$ cat config.mk
export PLATFORM = sky130hd
export DESIGN_NAME = filter_mode_sequencer
export DESIGN_NICKNAME = d
export VERILOG_FILES = /design/src/rtl/filter_mode_sequencer.sv
export SDC_FILE = /design/constraint.sdc
export NUM_CORES = 1
export LEC_CHECK = 0
export CAP_MARGIN = 20
export CORE_AREA = 2 2 79 81
export CTS_CLUSTER_SIZE = 30
export DETAILED_ROUTE_END_ITERATION = 8
export DIE_AREA = 0 0 81 83
export GPL_ROUTABILITY_DRIVEN = 0
export GPL_TIMING_DRIVEN = 0
export PLACE_DENSITY = 0.69
export SYNTH_ARGS = -nofsm -noshare
export SYNTH_HDL_FRONTEND = slang
export SYNTH_SLANG_ARGS = --single-unit
$ cat constraint.sdc
create_clock -name pclk -period 2.3 [get_ports pclk]
set_clock_uncertainty 0.05 [all_clocks]
set_input_delay 0.46 -clock pclk [delete_from_list [all_inputs] [get_ports pclk]]
set_output_delay 0.46 -clock pclk [all_outputs]
set_load 0.02 [all_outputs]
$ cat src/rtl/filter_mode_sequencer.sv
// Filter-mode sequencer for the VGA filtering path.
// Synchronises and debounces the filter-select switches, commits a new
// filter selection only on a frame start, and blanks the output for a
// programmable number of frames after every commit.
module filter_mode_sequencer #(
    parameter int unsigned DEBOUNCE_CYCLES  = 250000,
    parameter int unsigned BLANK_FRAMES     = 2,
    parameter bit          VSYNC_ACTIVE_LOW = 1'b1,
    parameter logic [3:0]  RESET_MODE       = 4'b0000
) (
    input  logic        pclk,
    input  logic        rst,
    input  logic [3:0]  sw_in,
    input  logic        vsync_in,
    output logic [3:0]  mode_out,
    output logic        mode_change,
    output logic        blank_out,
    output logic        pending,
    output logic [15:0] frame_cnt
);

    localparam int unsigned CW = (DEBOUNCE_CYCLES > 1) ? $clog2(DEBOUNCE_CYCLES) : 1;
    localparam logic [CW-1:0] CNT_MAX = CW'(DEBOUNCE_CYCLES - 1);
    localparam int unsigned BW = (BLANK_FRAMES != 0) ? $clog2(BLANK_FRAMES + 1) : 1;
    localparam logic [BW-1:0] BLANK_LOAD = BW'(BLANK_FRAMES);
    localparam logic VS_ACTIVE = VSYNC_ACTIVE_LOW ? 1'b0 : 1'b1;

    typedef enum logic [1:0] {
        IDLE,
        PENDING,
        BLANK
    } state_t;

    state_t          state;
    state_t          state_n;
    logic [3:0]      sw_m;
    logic [3:0]      sw_s;
    logic [3:0]      candidate;
    logic [3:0]      sw_db;
    logic [CW-1:0]   db_cnt;
    logic            vs_d;
    logic            frame_start;
    logic [BW-1:0]   blank_cnt;
    logic            commit;
    logic            blank_dec;
    logic            blank_end;

    // Two-flop switch synchroniser followed by the stability counter.
    always_ff @(posedge pclk) begin
        if (rst) begin
            sw_m      <= RESET_MODE;
            sw_s      <= RESET_MODE;
            candidate <= RESET_MODE;
            sw_db     <= RESET_MODE;
            db_cnt    <= '0;
        end else begin
            sw_m <= sw_in;
            sw_s <= sw_m;
            if (sw_s != candidate) begin
                candidate <= sw_s;
                db_cnt    <= '0;
            end else if (db_cnt != CNT_MAX) begin
                db_cnt <= db_cnt + CW'(1);
            end
            if (db_cnt == CNT_MAX) begin
                sw_db <= candidate;
            end
        end
    end

    // A frame starts on the first cycle vsync is seen at its active level.
    assign frame_start = (vs_d != VS_ACTIVE) && (vsync_in == VS_ACTIVE);

    // vsync edge history and the free-running frame counter.
    always_ff @(posedge pclk) begin
        if (rst) begin
            // Starting at the active level prevents a false frame start
            // when vsync is already active as reset is released.
            vs_d      <= VS_ACTIVE;
            frame_cnt <= '0;
        end else begin
            vs_d <= vsync_in;
            if (frame_start) begin
                frame_cnt <= frame_cnt + 16'd1;
            end
        end
    end

    // Next-state logic: commits happen only on frame starts, and only from
    // PENDING or at the end of a blanking window.
    always_comb begin
        state_n   = state;
        commit    = 1'b0;
        blank_dec = 1'b0;
        blank_end = 1'b0;
        case (state)
            IDLE: begin
                if (sw_db != mode_out) begin
                    state_n = PENDING;
                end
            end
            PENDING: begin
                if (sw_db == mode_out) begin
                    state_n = IDLE;
                end else if (frame_start) begin
                    commit  = 1'b1;
                    state_n = (BLANK_FRAMES != 0) ? BLANK : IDLE;
                end
            end
            BLANK: begin
                if (frame_start) begin
                    if (blank_cnt <= BW'(1)) begin
                        if (sw_db != mode_out) begin
                            commit = 1'b1;
                        end else begin
                            blank_end = 1'b1;
                            state_n   = IDLE;
                        end
                    end else begin
                        blank_dec = 1'b1;
                    end
                end
            end
            default: begin
                state_n = IDLE;
            end
        endcase
    end

    // State register plus the registered mode, pulse, blanking and pending outputs.
    always_ff @(posedge pclk) begin
        if (rst) begin
            state       <= IDLE;
            mode_out    <= RESET_MODE;
            mode_change <= 1'b0;
            blank_out   <= 1'b0;
            blank_cnt   <= '0;
            pending     <= 1'b0;
        end else begin
            state       <= state_n;
            mode_change <= commit;
            pending     <= (sw_db != mode_out);
            if (commit) begin
                mode_out <= sw_db;
            end
            if (commit && (BLANK_FRAMES != 0)) begin
                blank_out <= 1'b1;
                blank_cnt <= BLANK_LOAD;
            end else if (blank_dec) begin
                blank_cnt <= blank_cnt - BW'(1);
            end else if (blank_end) begin
                blank_out <= 1'b0;
                blank_cnt <= '0;
            end
        end
    end

endmodule

# == Word-level counts from Yosys, hierarchy flattened ==
# Index checks and enable logic that the tools add are counted.
# W data, S select, Z words.
# totals
in_bits,7
out_inout_bits,23
regBits,62
word_cells,67
# classes
n_reduce_logical,9
add_sub_neg,3
order_cmp,1
muxes,26
bitwise,1
eq_ne,13
# ops
operator,n
$add A18 B1 Y18 const B,1
$eq A18 B18 Y1 const B,1
$mux W2,9
$ne A18 B18 Y1 const B,1
$add A16 B1 Y16 const B,1
$mux W1,15
$ne A2 B2 Y1 const B,5
$ne A4 B4 Y1,2
$pmux W2 S3,1
$reduce_and A5 Y1,1
$eq A4 B4 Y1,1
$reduce_bool A2 Y1,2
$reduce_or A2 Y1,2
$ne A3 B3 Y1 const B,1
$reduce_bool A3 Y1,1
$eq A2 B1 Y1 const B,1
$eq A2 B2 Y1 const B,1
$le A2 B1 Y1 const B,1
$logic_not A2 Y1,1
$pmux W1 S2,1
$reduce_and A2 Y1,1
$sub A2 B1 Y2 const B,1
$logic_and A1 B1 Y1,1
$not A1 Y1,1

# == Longest topological paths before layout ==
# logic_depth
word_depth,8
depth_mapped,6
depth_no_buf,6

# == Worst setup path before layout ==
# Ideal clock, no wire load.
# synth_timing
path_type,register -> register
start,register frame_cnt[0]
end,register frame_cnt[14]
arrival_time_ns,1.564
required_time_ns,2.180
stages_incl_launch_ff,5
n_path_buf,0
path_slack_ns,0.616
path_cell_list,dfxtp_1 -> ha_1 -> nand3b_1 -> or4_1 -> a21oi_1
# synth_via
elab_chain_len,1
# synth_lines
item,line_no,text
start: declaration,19,output logic [15:0] frame_cnt
start signal: assignment,84,frame_cnt <= frame_cnt + 16'd1;
$add A16 B1 Y16,84,
# No other way between the ends.
# A chain may end at the register's enable or synchronous reset.

# == Worst setup path in the final report ==
# layout_timing
start,register frame_cnt[0]
end,output frame_cnt[0]
# No word-level cell between the ends.

==> flow_summary.ini <==
[pwr]
comb_power_share_pct = 3.2
leakagePower_nw = 1.161
powerDensity_mw_per_mm2 = 661.5
total_power_mw = 2.228
p_switching_mw = 0.4767
ir_drop_uv = 393.6
swShare_pct = 21.39
clock_power_share_pct = 47.5
p_seq_share_pct = 49.2
p_int_mw = 1.751

[yosys]
synth-main-ff-cell = dfxtp_1
synthesis.area_sq_mm = 0.002771
syn_area_per_cell_sq_um = 9.147
syn_nets = 316
async_reset_ff_share_pct = 0
yosys_warnings = 0
ys_types = 49
synth_seq_cells = 62
synth_edf_count = 0
seq_area_frac_synth_pct = 44.79
netlist_instances = 303

[floorplan]
rows = 28
start_util_pct = 47.65
core_region_area_sq_mm = 0.005816
die_w_um = 81
die_area_sq_mm = 0.006723
pin_count = 30
die_h_um = 83

[clock_tree]
path_clk_slew_ns = 0.07
cts_hold_buf = 0
cts_sinks = 62
clk-insertion-delay-late_ns = 0.34
cts_tree = yes
cts-root-buf = clkbuf_8
cts_buffer_depth = 2
post_cts_buffers = 0
cts.repair.resized = 0
cts_buffers = 9
h-tree-depth = 3

[global_route]
antenna_found_initial = 0
grt_overflow = 0
grt_max_degree = 12
grt_pass1_vias = 2215
grt_pass1_wl_um = 9832
grt_use_total_pct = 18.55

[worst_setup_path]
crit_buf_inv = 1
critPathLaunch = frame_cnt[0]
r2r_slack_ns = 0.55
cp_cell_sequence = clkdlybuf4s50_1
path_depth = 1
rr_startpoint = frame_cnt[0]
crit_path_end = frame_cnt[0]
worstPathArrival_ns = 1.48
r2r-end = frame_cnt[14]
worstSetupPathType = reg -> out
crit_required_ns = 1.79
worstSetupEndpointType = output port
path_max_fanout = 6
cp-start-kind = flop
cp_slowest_stage_delay_ns = 0.66
critical_path.top_delay_family = buffers and inverters
ff2ff_path_depth = 4
cp_slowest_cell = clkdlybuf4s50_1

[sta]
slew_viol_final = 0
setup_viol = 0
rsz0062_at_grt = no
max-slew-margin-rel_pct = 63.30
worst_pin_slew_ns = 0.5505
finalHoldWorstSlack_ns = 0.3863
finalCriticalPeriod_ns = 1.990
hold_violations = 0
timing.fmax_ghz = 0.5025
fin_crit_sh_pct = 86.53
timing.setup.tns_ns = 0
fin_ws_ns = 0.3099

[layout]
layout-drive-gt1-share_pct = 8.357
fin_nets = 355
syn2layout_area_growth_pct = 21.53
stdcell_count = 422
antenna_cells = 0

[detailed_routing]
ant_nets = 0
vias_per_cell = 5.531
route.vias.total = 2334
drtPass1Iterations = 4
drt_wl_total_um = 5819
wire_per_inst_um = 13.79
drt_iter0_drc = 135
drc = 0

[hold_path]
hold_class = reg -> reg

[job]
cap_violations = 0

[placement]
dp_hpwl_um = 4045
dp.cells = 406
numPortBuffers = 28
post-place-ws_ns = 0.07656

[status]
status = finished clean
==> placed cells by master (no fill, tap or decap), types with 4 or more instances in the layout <==
master / instances
dfxtp_1: 62
clkdlybuf4s50_1: 28
a21oi_1: 26
nor2_1: 21
nand3_1: 20
nand4_1: 15
xor2_1: 15
nor2b_1: 13
xnor2_1: 12
nand2_1: 12
o21ai_0: 11
clkbuf_8: 10
inv_1: 9
o31ai_1: 9
clkbuf_1: 7
ha_1: 6
or3_1: 5
nor3_1: 5
or4_1: 5
and2_1: 4
==> power groups by stage <==
stage	logic (mW)	clock network [mW]	registers [mW]
3_5_place_dp	0.0729	0	1.12
4_1_cts	0.0730	1.08	1.10
6_report	0.0719	1.06	1.10
3_3_place_gp	0.0719	0	1.12
2_1_floorplan	0.0467	0	1.12
5_1_grt	0.0818	1.13	1.10
==> registers in the layout, indices dropped and copies added, names as in the netlist, 2 cells and up <==
name	flops
sw_m	4
frame_cnt	16
mode_out	4
sw_s	4
state	2
sw_db	4
candidate	4
blank_cnt	2
db_cnt	18
==> per-layer routing <==
| metal | share of wire, % | vias to the layer above | global-route usage (%) |
|---|---|---|---|
| met3 | 4.3 | 14 | 4.348 |
| met2 | 46 | 47 | 27.57 |
| met1 | 47 | 1097 | 24.79 |
| met5 | 0 | - | 0 |
| li1 | - | 1176 | - |
| met4 | 2.6 | 0 | 9.553 |
==> Yosys cell counts (all sizes together) (3+ instances only) <==
cell    number  area share [%]
nand2       12             1.6
clkbuf       7            0.95
nand3       22             4.6
and4         5             1.8
o31ai        9             2.4
xor2        15             4.7
and2         5             1.2
nor2        21             2.8
a21oi       26             4.7
ha           6             2.7
nand4       17             4.6
and3         4            0.95
nor4b        3            0.95
buf          4            0.81
or4          5             1.4
inv          9             1.2
or3          5             1.1
o21ai       12             2.2
nor3         6             1.3
nand3b       3            0.81
dfxtp       62              45
nor2b       13             2.9
xnor2       12             3.8
==> area by class of cell <==
| type | count | area [sq um] |
|---|---|---|
| buffer | 11 | 48.80 |
| tap | 75 | 93.84 |
| fill | 534 | 2447 |
| sequential | 62 | 1241 |
| timing repair buffer | 28 | 280.3 |
| inverter | 9 | 33.78 |
| clock inverter | 6 | 85.08 |
| multi-input combinational | 221 | 1448 |
| clock buffer | 10 | 137.6 |
==> logic make-up (layout without fill, tap and decap cells) <==
family,after synthesis,count (layout),synth area share [%]
xor+xnor,27,27,8.533
buf+inv,20,64,2.980
flops,62,62,44.79
mux,2,2,0.7224
compound gates,56,56,11.96
simple gates,130,130,28.31
fa+ha+maj,6,6,2.709
==> worst min path at each step <==
stage / to / cells past startpoint / slack (ns) / from
floorplan: sw_s[0] / 1 / 0.36 / sw_m[0]
CTS: sw_s[0] / 1 / 0.39 / sw_m[0]
global placement: sw_s[2] / 1 / 0.37 / sw_m[2]
global route: sw_s[3] / 1 / 0.40 / sw_m[3]
detailed placement: sw_s[0] / 1 / 0.37 / sw_m[0]
finish: sw_s[3] / 1 / 0.39 / sw_m[3]
==> through the flow <==
step,util (%),instance area [sq um]
floorplan,-,2771
global placement,54.09,3146
detailed placement,54.09,3146
CTS,57.92,3368
global route,57.92,3368
finish,57.92,3368
(Power assumes the default switching activity.)
